===== config.mk =====
export PLATFORM = sky130hd
export DESIGN_NAME = slide_sequencer
export DESIGN_NICKNAME = d
export VERILOG_FILES = /design/src/rtl/slide_sequencer.sv
export SDC_FILE = /design/constraint.sdc
export NUM_CORES = 1
export LEC_CHECK = 0
export BUFFER_PORTS_ARGS = -buffer_cell sky130_fd_sc_hd__buf_2
export CORE_MARGIN = 2
export CORE_UTILIZATION = 40
export CTS_CLUSTER_DIAMETER = 60
export DETAILED_ROUTE_END_ITERATION = 12
export PLACE_DENSITY = 0.72
export SLEW_MARGIN = 20
export SYNTH_ARGS = -nofsm -noshare
export SYNTH_HDL_FRONTEND = slang
export SYNTH_SLANG_ARGS = --single-unit

===== constraint.sdc =====
create_clock -name clock -period 1.5 [get_ports clock]
set_clock_uncertainty 0.2 [all_clocks]
set_input_delay 0.15 -clock clock [delete_from_list [all_inputs] [get_ports clock]]
set_output_delay 0.15 -clock clock [all_outputs]
set_load 0.05 [all_outputs]

===== src/rtl/slide_sequencer.sv =====
`default_nettype none
// ============================================================================
// Module   : slide_sequencer
// Brief    : Turns timer ticks and next/prev buttons into an image index and
//            frame-buffer base address, committed only at vblank start.
// Revision : 1.0
// ============================================================================
module slide_sequencer #(
    parameter int NUM_IMAGES = 4,
    parameter int IMG_WORDS  = 65536,
    parameter int ADDR_W     = 20,
    parameter int IDX_W      = $clog2(NUM_IMAGES)
) (
    input  logic              clock,
    input  logic              reset,
    input  logic              select,
    input  logic              tick_in,
    input  logic              btn_next,
    input  logic              btn_prev,
    input  logic              vblank_start,
    output logic [IDX_W-1:0]  img_index,
    output logic [ADDR_W-1:0] base_addr,
    output logic              swap_pending,
    output logic              frame_swap
);

    localparam logic [IDX_W-1:0] C_LAST = IDX_W'(NUM_IMAGES - 1);
    localparam logic [IDX_W-1:0] C_ONE  = IDX_W'(1);

    if ((NUM_IMAGES < 2) ||
        (longint'(NUM_IMAGES) * longint'(IMG_WORDS) > (longint'(1) << ADDR_W))) begin : g_check_size
        $error("slide_sequencer: NUM_IMAGES/IMG_WORDS do not fit ADDR_W");
    end

    logic              tick_prev_q, next_prev_q, prev_prev_q;
    logic [IDX_W-1:0]  target_q, target_d;
    logic [IDX_W-1:0]  index_q, index_d;
    logic [ADDR_W-1:0] base_q, base_d;
    logic              pending_q, pending_d;
    logic              swap_q;

    logic              tick_edge, next_edge, prev_edge, fwd, commit;

    always_comb begin
        tick_edge = tick_in  & ~tick_prev_q;
        next_edge = btn_next & ~next_prev_q;
        prev_edge = btn_prev & ~prev_prev_q;
        fwd       = next_edge | (tick_edge & select);

        // Explicit compare-and-wrap keeps non-power-of-two image counts correct.
        target_d = target_q;
        if (fwd && !prev_edge) begin
            target_d = (target_q == C_LAST) ? '0 : target_q + C_ONE;
        end else if (!fwd && prev_edge) begin
            target_d = (target_q == '0) ? C_LAST : target_q - C_ONE;
        end

        // Commit takes the pre-step target; a same-cycle step stays pending.
        commit    = vblank_start && (target_q != index_q);
        index_d   = commit ? target_q : index_q;
        base_d    = commit ? ADDR_W'(target_q) * ADDR_W'(IMG_WORDS) : base_q;
        pending_d = (target_d != index_d);
    end

    always_ff @(posedge clock) begin
        if (reset) begin
            tick_prev_q <= 1'b0;
            next_prev_q <= 1'b0;
            prev_prev_q <= 1'b0;
            target_q    <= '0;
            index_q     <= '0;
            base_q      <= '0;
            pending_q   <= 1'b0;
            swap_q      <= 1'b0;
        end else begin
            tick_prev_q <= tick_in;
            next_prev_q <= btn_next;
            prev_prev_q <= btn_prev;
            target_q    <= target_d;
            index_q     <= index_d;
            base_q      <= base_d;
            pending_q   <= pending_d;
            swap_q      <= commit;
        end
    end

    assign img_index    = index_q;
    assign base_addr    = base_q;
    assign swap_pending = pending_q;
    assign frame_swap   = swap_q;

endmodule
`default_nettype wire


==> run_results.csv <==
group,metric,value,unit
setup_path,worst_setup_path_end_kind,"flip-flop",
clock_tree,h-tree-depth,1,
die,die_w,45.67,um
placement,gp_congestion,0.8288,
synthesis,synthTopCellsByArea,"dfxtp_1 (32%), buf_4 (19%), nor2_1 (4.3%), o311ai_4 (3.8%), xor2_1 (3.8%)",
setup_path,critical_path_class,"reg -> reg",
routing,wl,1326,um
layout,area_growth,30.27,%
clock_tree,worst_skew_pair.late_latency,0.27,ns
synthesis,syn_area,694.4,um^2
routing,wl_met1,501,um
setup_path,cp.required,1.46,ns
routing,wl_per_cell,11.33,um
global_route,grt_pass1_wl,2076,um
worst_hold_path,hold_depth,2,
routing,ant_nets,0,
timing,layout_min_cycle_time,1.577,ns
clock_tree,cts_hold_buf,3,
placement,port_buffers,12,
clock_tree,numCtsBuffers,3,
global_route,grt_pass1_vias,524,
die,die-area,2085,um^2
synthesis,yosys.area.top_type,"dfxtp_1",
synthesis,netlist.area_leader.share,0.3171,
synthesis,ys_ff_latch,11,
outcome,violations,"hold timing, setup timing",
die,start_util,0.4157,
setup_path,rr_worst_depth,5,
placement,hpwl,910.6,um
layout,num_antenna_cells,0,
die,num_rows,15,
layout,final_common_cell,"conb_1",
layout,final_cell_mix,"conb_1 (18), buf_2 (12), nor2_1 (6), dfxtp_1 (6), buf_4 (6)",
routing,num_vias,550,
timing,timing.hold.ws,-0.02286,ns
pwr,p_per_area,1082,nW/um^2
global_route,grt_overflow,0,
flow_run,max_cap_viol_count,0,
setup_path,critPathLaunchType,"flip-flop",
clock_tree,clockBufferDepth,2,
pwr,p_total,979.0,uW
die,coreArea,1670,um^2
global_route,grt_max_degree,12,
clock_tree,cts_sinks,11,
pwr,switchingPower,395.0,uW
die,dieHeight,45.67,um
worst_hold_path,hold_class,"in -> reg",
routing,vias_per_cell,4.701,
pwr,leakagePower,0.4143,nW
pwr,clkPwrFrac,0.206,
layout,num-nets-final,110,
timing,fmax,634.3,MHz
timing,finalSetupViolations,2,
routing,top_layer,"met4",
synthesis,synthDistinctLibCells,26,
routing,wl_met3,91,um
synthesis,yosysSeqAreaShare,0.3171,
routing,drcViolationCount,0,
synthesis,synth_area_per_cell,9.259,um^2
pwr,p_comb_frac,0.446,
setup_path,r2r_setup_slack,-0.08,ns
timing,drv_slew,0,
routing,drt-pass1-iter-count,4,
global_route,grtUsageTotal,0.1491,
outcome,status,"finished, violations left",
die,io_pins,31,
setup_path,worstPathMaxFanout,4,
pwr,swShare,0.4034,
pwr,ir_drop,0.5312,mV
synthesis,yosysWarnings,0,
timing,rsz0062_at_grt,"yes",
timing,finalCritPeriodShare,1.051,
timing,finalHoldViolCount,11,
pwr,seq_power_share,0.348,
routing,first_iter_violations,6,
timing,setup_slack,-0.07652,ns
clock_tree,cts_tree,"yes",
synthesis,syn_inst,75,
routing,wl_met2,704,um
global_route,antenna_found_initial,0,
timing,fin_tns_setup,-0.1339,ns
clock_tree,cts-root-buf,"clkbuf_4",
clock_tree,path_clk_slew,0.07,ns
layout,drive_above_1_share,0.4500,
pwr,p_int,584.0,uW
setup_path,worstPathArrival,1.53,ns
==> power by group through the flow <==
stage | clock network (mW) | registers, mW | logic, mW
6_report | 0.202 | 0.340 | 0.437
5_1_grt | 0.237 | 0.344 | 0.463
3_3_place_gp | 0 | 0.343 | 0.342
2_1_floorplan | 0 | 0.397 | 0.256
3_5_place_dp | 0 | 0.344 | 0.351
4_1_cts | 0.214 | 0.338 | 0.422
==> sequential cells by signal, indices dropped and copies added, names as in the netlist <==
name and count:
base_addr 2, frame_swap 1, img_index 2, swap_pending 1, target_q 2, prev_prev_q 1
next_prev_q 1, tick_prev_q 1
==> per-stage QoR <==
step,hold slack [ns],worst slack [ns],utilization,cell area [um^2],instances
floorplan,0.01420,-0.03533,-,765.7,92
global placement,0.1897,-0.08218,0.4509,753.2,109
detailed placement,0.1982,-0.1192,0.4509,753.2,109
CTS,-0.02943,-0.08224,0.5311,887.1,117
global route,-0.01829,-0.1678,0.5416,904.6,117
finish,-0.02286,-0.07652,0.5416,904.6,117
==> timing repair <==
| action | CTS | global route |
|---|---|---|
| setup endpoints to repair | 1 | 4 |
| pin swaps | 8 | 8 |
| setup buffers | 2 | 0 |
| resized for setup | 13 | 7 |
| hold endpoints to repair | 11 | 9 |
==> synth_stat cells (all sizes together) <==
library cell,instances
nand2b,2
o21ai,1
inv,2
a211oi,1
nand3b,1
nand4,1
dfxtp,11
ha,2
or3b,1
nor3,1
xnor2,1
buf,19
mux2i,2
o32ai,1
conb,1
nor2b,4
o211ai,1
and2b,3
xor2,3
and3b,1
o311ai,1
o31ai,2
a31oi,1
a21oi,4
nor2,8
==> critical path, cell delays in order (launching register included) <==
cell and delay (ns):
dfxtp_2 0.32, and3b_2 0.26, o211ai_1 0.28, o311ai_4 0.16
xnor2_1 0.17, a21oi_1 0.08
==> logic make-up (layout without fill, tap and decap cells) <==
group / count (synthesis) / in the layout / share of synthesized area
simple gates: 22 / 22 / 0.1838
buf+inv: 21 / 29 / 0.2216
compound gates: 12 / 12 / 0.1568
flops: 11 / 11 / 0.3171
xor+xnor: 4 / 4 / 0.05046
fa+ha+maj: 2 / 2 / 0.03603
mux: 2 / 2 / 0.02883
other cells: 1 / 18 / 0.005400
==> worst paths after layout <==
path	start	endpoint
max	tick_prev_q	swap_pending
min	reset	base_addr[16]
max reg2reg	tick_prev_q	swap_pending
min reg2reg	base_addr[17]	base_addr[17]
==> final cells by class <==
| type | instances | area (um^2) |
|---|---|---|
| repair buffers | 23 | 157.7 |
| multi-input cells | 60 | 460.4 |
| flip-flops and latches | 11 | 231.5 |
| well taps | 17 | 21.27 |
| clock buffers | 4 | 26.28 |
| inverters | 2 | 7.507 |
| fillers | 156 | 765.7 |
==> routing by layer <==
layer / up-vias / GRT usage
met5: - / 0
met4: 0 / 0.1118
met3: 4 / 0.08333
met2: 29 / 0.2423
met1: 251 / 0.1373
li1: 266 / -
(Power assumes the default switching activity.)
